## src/rtl/alu_mc.sv

```systemverilog
// Multi-cycle ALU: one-cycle base ops, iterative unsigned multiply/divide,
// valid/ready handshakes on request and result sides.
module alu_mc #(
   parameter int WIDTH = 32,
   parameter int OP_W  = 4
) (
   input  logic             clk,
   input  logic             reset,
   input  logic             in_valid,
   output logic             in_ready,
   input  logic [WIDTH-1:0] A,
   input  logic [WIDTH-1:0] B,
   input  logic [OP_W-1:0]  ALUOp,
   output logic             out_valid,
   input  logic             out_ready,
   output logic [WIDTH-1:0] C,
   output logic [WIDTH-1:0] C_hi,
   output logic             zero,
   output logic             overflow,
   output logic             div0,
   output logic             illegal
);

   localparam int SH_W = $clog2(WIDTH);

   localparam logic [OP_W-1:0] op_add  = OP_W'(0);
   localparam logic [OP_W-1:0] op_sub  = OP_W'(1);
   localparam logic [OP_W-1:0] op_and  = OP_W'(2);
   localparam logic [OP_W-1:0] op_or   = OP_W'(3);
   localparam logic [OP_W-1:0] op_srl  = OP_W'(4);
   localparam logic [OP_W-1:0] op_sra  = OP_W'(5);
   localparam logic [OP_W-1:0] op_sll  = OP_W'(6);
   localparam logic [OP_W-1:0] op_xor  = OP_W'(7);
   localparam logic [OP_W-1:0] op_slt  = OP_W'(8);
   localparam logic [OP_W-1:0] op_sltu = OP_W'(9);
   localparam logic [OP_W-1:0] op_mulu = OP_W'(10);
   localparam logic [OP_W-1:0] op_divu = OP_W'(11);

   typedef enum logic [1:0] {s_idle, s_calc, s_done} state_t;

   state_t            state_q, state_d;
   logic [WIDTH-1:0]  b_q, hi_q, lo_q;
   logic [OP_W-1:0]   op_q;
   logic [SH_W-1:0]   cnt_q;

   logic [SH_W-1:0]   sh;
   logic [WIDTH-1:0]  sum, diff, b_neg, res, res_hi;
   logic              ovf, dz, ill, multi;
   logic [WIDTH:0]    mul_sum, div_sh;
   logic [WIDTH-1:0]  div_sub, hi_n, lo_n;
   logic              last;

   // Single-cycle result path, evaluated directly on the request inputs
   always_comb begin
      sh     = B[SH_W-1:0];
      sum    = A + B;
      diff   = A - B;
      b_neg  = ~B + 1'b1;
      res    = '0;
      res_hi = '0;
      ovf    = 1'b0;
      dz     = 1'b0;
      ill    = 1'b0;
      multi  = 1'b0;
      case (ALUOp)
         op_add: begin
            res = sum;
            ovf = (A[WIDTH-1] == B[WIDTH-1]) && (sum[WIDTH-1] != A[WIDTH-1]);
         end
         op_sub: begin
            res = diff;
            ovf = (A[WIDTH-1] == b_neg[WIDTH-1]) && (diff[WIDTH-1] != A[WIDTH-1]);
         end
         op_and:  res = A & B;
         op_or:   res = A | B;
         op_srl:  res = A >> sh;
         op_sra:  res = $signed(A) >>> sh;
         op_sll:  res = A << sh;
         op_xor:  res = A ^ B;
         op_slt:  res = {{(WIDTH-1){1'b0}}, $signed(A) < $signed(B)};
         op_sltu: res = {{(WIDTH-1){1'b0}}, A < B};
         op_mulu: multi = 1'b1;
         op_divu: begin
            if (B == '0) begin
               res    = '1;
               res_hi = A;
               dz     = 1'b1;
            end else begin
               multi = 1'b1;
            end
         end
         default: ill = 1'b1;
      endcase
   end

   // One iteration: hi/lo hold the product, or remainder/quotient for divide
   always_comb begin
      mul_sum = {1'b0, hi_q} + {1'b0, (lo_q[0] ? b_q : '0)};
      div_sh  = {hi_q, lo_q[WIDTH-1]};
      div_sub = div_sh[WIDTH-1:0] - b_q;
      last    = (cnt_q == SH_W'(WIDTH - 1));
      if (op_q == op_divu) begin
         if (div_sh >= {1'b0, b_q}) begin
            hi_n = div_sub;
            lo_n = {lo_q[WIDTH-2:0], 1'b1};
         end else begin
            hi_n = div_sh[WIDTH-1:0];
            lo_n = {lo_q[WIDTH-2:0], 1'b0};
         end
      end else begin
         hi_n = mul_sum[WIDTH:1];
         lo_n = {mul_sum[0], lo_q[WIDTH-1:1]};
      end
   end

   always_comb begin
      state_d   = state_q;
      in_ready  = (state_q == s_idle);
      out_valid = (state_q == s_done);
      case (state_q)
         s_idle:  if (in_valid) state_d = multi ? s_calc : s_done;
         s_calc:  if (last) state_d = s_done;
         s_done:  if (out_ready) state_d = s_idle;
         default: state_d = s_idle;
      endcase
   end

   always_ff @(posedge clk or posedge reset) begin
      if (reset) state_q <= s_idle;
      else       state_q <= state_d;
   end

   always_ff @(posedge clk or posedge reset) begin
      if (reset) begin
         b_q      <= '0;
         op_q     <= '0;
         hi_q     <= '0;
         lo_q     <= '0;
         cnt_q    <= '0;
         C        <= '0;
         C_hi     <= '0;
         zero     <= 1'b0;
         overflow <= 1'b0;
         div0     <= 1'b0;
         illegal  <= 1'b0;
      end else begin
         case (state_q)
            s_idle: begin
               if (in_valid) begin
                  b_q   <= B;
                  op_q  <= ALUOp;
                  lo_q  <= A;
                  hi_q  <= '0;
                  cnt_q <= '0;
                  if (!multi) begin
                     C        <= res;
                     C_hi     <= res_hi;
                     zero     <= (res == '0);
                     overflow <= ovf;
                     div0     <= dz;
                     illegal  <= ill;
                  end
               end
            end
            s_calc: begin
               hi_q  <= hi_n;
               lo_q  <= lo_n;
               cnt_q <= cnt_q + 1'b1;
               if (last) begin
                  C        <= lo_n;
                  C_hi     <= hi_n;
                  zero     <= (lo_n == '0);
                  overflow <= 1'b0;
                  div0     <= 1'b0;
                  illegal  <= 1'b0;
               end
            end
            default: ;
         endcase
      end
   end

endmodule

```

## config.mk

```make
export PLATFORM = sky130hd
export DESIGN_NAME = alu_mc
export DESIGN_NICKNAME = d
export VERILOG_FILES = /design/src/rtl/alu_mc.sv
export SDC_FILE = /design/constraint.sdc
export NUM_CORES = 1
export LEC_CHECK = 0
export CAP_MARGIN = 30
export CORE_UTILIZATION = 30
export CTS_CLUSTER_DIAMETER = 80
export CTS_CLUSTER_SIZE = 24
export DETAILED_ROUTE_END_ITERATION = 10
export SETUP_SLACK_MARGIN = 0.05
export SYNTH_ARGS = -nofsm -noshare
export SYNTH_HDL_FRONTEND = slang
export SYNTH_SLANG_ARGS = --single-unit
```

## constraint.sdc

```tcl
create_clock -name clk -period 8.4 [get_ports clk]
set_input_delay 1.68 -clock clk [delete_from_list [all_inputs] [get_ports clk]]
set_output_delay 1.68 -clock clk [all_outputs]
set_load 0.1 [all_outputs]
```

==> summary.txt <==
Outcome
  – Status: finished clean

Finish
  – Commonest non-fill, non-tap cell in the layout: nand2_1
  – Post-route cell area: 0.02324 mm²
  – Final #Nets: 2985
  – Syn-to-layout area delta: 13.87%
  – Final core occ: 34.55%
  – Commonest cells after routing, fill and taps aside: 388 x nand2_1, 231 x a21oi_1, 205 x nor2_1
  – Antenna Diode Count: 0
  – Share of cells above drive strength 1: 7.086%

Global route
  – First-pass GRT wire length: 137.3 mm
  – Vias in the first global route: 20760
  – Largest net degree at the start of global routing: 128
  – Initial antenna violation count: 0
  – All-Layer GR Usage: 26.07%
  – Total gr overflow: 0

Route
  – DRT antenna net count: 0
  – DR pass1 iterations: 8
  – DRC viols: 0
  – Via density: 6.114
  – Initial DRC count: 3390
  – Total Wirelength: 92.82 mm
  – Vias: 22160
  – Drt wl/cell: 25.61 µm

Power
  – Switching share of power: 55.28%
  – Pleak: 10.16 nW
  – Combinational share of power: 63.6%
  – Internal cell power: 2.798 mW
  – PD cells: 269.2 mW/mm²
  – Sw power: 3.459 mW
  – Clock power share: 13.1%
  – Flop pwr share: 23.3%
  – Worst vdd ir: 0.2532 mV

Timing
  – Period utilisation layout: 73.52%
  – Worst Max-Slew Pin Slew: 1.073 ns
  – Max-slew headroom: 28.22%
  – RSZ-0062 raised after global routing: no
  – Final hold viol count: 0
  – Worst clock skew: 0.01508 ns
  – Hold slack: 0.4682 ns
  – Final setup fails: 0
  – Post-route minimum period: 6.176 ns
  – Fin. max-slew vios: 0
  – Fmax: 161.9 MHz
  – Setup TNS: 0 ns

Synthesis
  – Netlist cell types: 96
  – Post-synthesis net count: 2949
  – Mapped Cells: 2703
  – Ys flop type: dfrtp_1
  – YS warnings: 0
  – Cell area after synthesis: 0.02041 mm²
  – Average size of a mapped cell: 7.551 µm²
  – Share of flip-flops with an asynchronous set or reset: 100.0%
  – Register area share after synthesis: 21.46%
  – #FFs+latches synth: 175
  – EDFF count, synth: 0

Clocking
  – Htree depth: 4
  – Clk_lat worst skew: 0.47 ns
  – TritonCTS clock tree: built
  – CTS sink cnt: 175
  – CTS max path bufs: 2
  – Clock Pin Slew Worst Setup and Hold Paths: 0.08 ns
  – Post-CTS setup buffer count: 0
  – Post-cts sizing count: 0
  – # hold bufs at CTS: 0
  – Num CTS Buffers: 17
  – Root Driver: clkbuf_16

Critical path
  – Crit path to: zero
  – Worst reg2reg path depth: 18
  – CP Launch Point: A[0]
  – CP arrival: 6.58 ns
  – Nature of the critical path startpoint: primary input
  – Reg2Reg Setup Slack: 3.92 ns
  – R2r startpoint: lo_q[0]
  – Worst path required time: 8.80 ns
  – Crit Path Max Fanout: 7
  – Worst Setup End Kind: register
  – Critical path type: primary input to register
  – RR Endpoint: C_hi[31]

Die
  – Die ar.: 0.06908 mm²
  – Num ports: 142
  – Starting Density: 30.34%
  – Core Area: 0.06728 mm²
  – Die Ht: 262.8 µm
  – Die width: 262.8 µm
  – # rows: 95

Placed design
  – IO buf count: 141
  – Post-detail-place hpwl: 70.32 mm
  – Final GP Congestion: 1.040
  – Placed cell area: 0.02262 mm²

Min path
  – Worst min-delay path class: register to register

Job
  – Max_cap viols: 0
-- kinds of logic (layout without fill, tap and decap cells) --
| family | count (synthesis) | in the layout | share of synthesized area (%) |
|---|---|---|---|
| adder cells (fa/ha/maj) | 174 | 174 | 10.81 |
| flip-flops | 175 | 175 | 21.46 |
| AO/OA/AOI/OAI | 902 | 902 | 29.11 |
| multiplexers | 136 | 136 | 8.343 |
| AND/OR/NAND/NOR | 910 | 910 | 20.38 |
| XOR/XNOR | 80 | 80 | 3.433 |
| buffers and inverters | 326 | 375 | 6.473 |
-- per-stage QoR --
| stage | power (mW) | std cells | worst slack (ns) |
|---|---|---|---|
| final | 6.257 | 3625 | 2.224 |
| after global routing | 6.588 | 3625 | 2.052 |
| after CTS | 6.204 | 3623 | 2.321 |
| after detailed placement | 5.362 | 3591 | 1.853 |
| after global placement | 5.338 | 3587 | 1.884 |
| after floorplan | 4.235 | 2703 | 1.975 |
-- cell type report --
cell class | count | area [µm²]
clock buffers | 17 | 425.4
well taps | 873 | 1092
clock inverters | 15 | 163.9
multi-input cells | 2202 | 14780
fillers | 7216 | 44040
inverters | 147 | 559.3
repair buffers | 196 | 1846
flip-flops and latches | 175 | 4379
-- cell usage after synthesis, drive strengths merged (36+ instances only) --
library cell  number  area [µm²]
nand2            390        1466
a21oi            231        1156
nor2             208       780.8
o21ai            200        1005
dfrtp            175        4379
ha               170        2127
inv              146       548.0
clkbuf           116       435.4
mux2i             76       764.5
nand3             64       320.3
buf               63       334.1
a21o              55       412.9
a31oi             47       294.0
xnor2             46       402.9
nor3              43       225.2
and2              42       262.8
mux2              39       465.4
a211oi            38       300.3
a221o             36       360.4
-- state kept, by name, summed over array words and instances (netlist names) --
signal	cells
C	32
C_hi	32
b_q	32
cnt_q	5
div0	1
hi_q	32
illegal	1
lo_q	32
op_q	4
overflow	1
state_q	2
zero	1
-- how the worst min path moves through the flow --
stage / startpoint / end / slack [ns] / depth (start not counted)
global placement: C[25] / C[25] / 0.45 / 2
global route: C[25] / C[25] / 0.49 / 2
finish: C[8] / C[8] / 0.47 / 2
floorplan: cnt_q[4] / cnt_q[4] / 0.48 / 1
CTS: C[8] / C[8] / 0.47 / 2
detailed placement: C[25] / C[25] / 0.46 / 2
-- power by group through the flow --
stage / logic, mW / registers [mW] / clock network (mW)
floorplan: 2.08 / 2.16 / 0
global placement: 3.87 / 1.47 / 0
detailed placement: 3.91 / 1.45 / 0
CTS: 3.92 / 1.45 / 0.830
global route: 4.24 / 1.49 / 0.860
finish: 3.98 / 1.46 / 0.818
-- critical path, stage by stage --
cell	delay (ns)
clkdlybuf4s50_1	0.93
inv_1	0.18
ha_1	0.27
inv_1	0.07
fa_1	0.20
nand2b_1	0.09
a211o_1	0.29
a211oi_2	0.29
a311oi_2	0.25
o41ai_4	0.46
a31oi_1	0.21
o21ai_0	0.22
mux2_2	0.36
a221oi_1	0.50
nand3_1	0.16
nor4_2	0.23
a31o_1	0.17
-- layer usage --
| metal | vias to the layer above | global-route usage (%) | wire [µm] |
|---|---|---|---|
| li1 | 9923 | - | - |
| met5 | - | 0 | 0 |
| met4 | 0 | 10.45 | 3837 |
| met3 | 214 | 4.057 | 8883 |
| met1 | 10750 | 35.70 | 39250 |
| met2 | 1279 | 40.83 | 40850 |
Note: power is estimated with default switching activity, not from simulation.
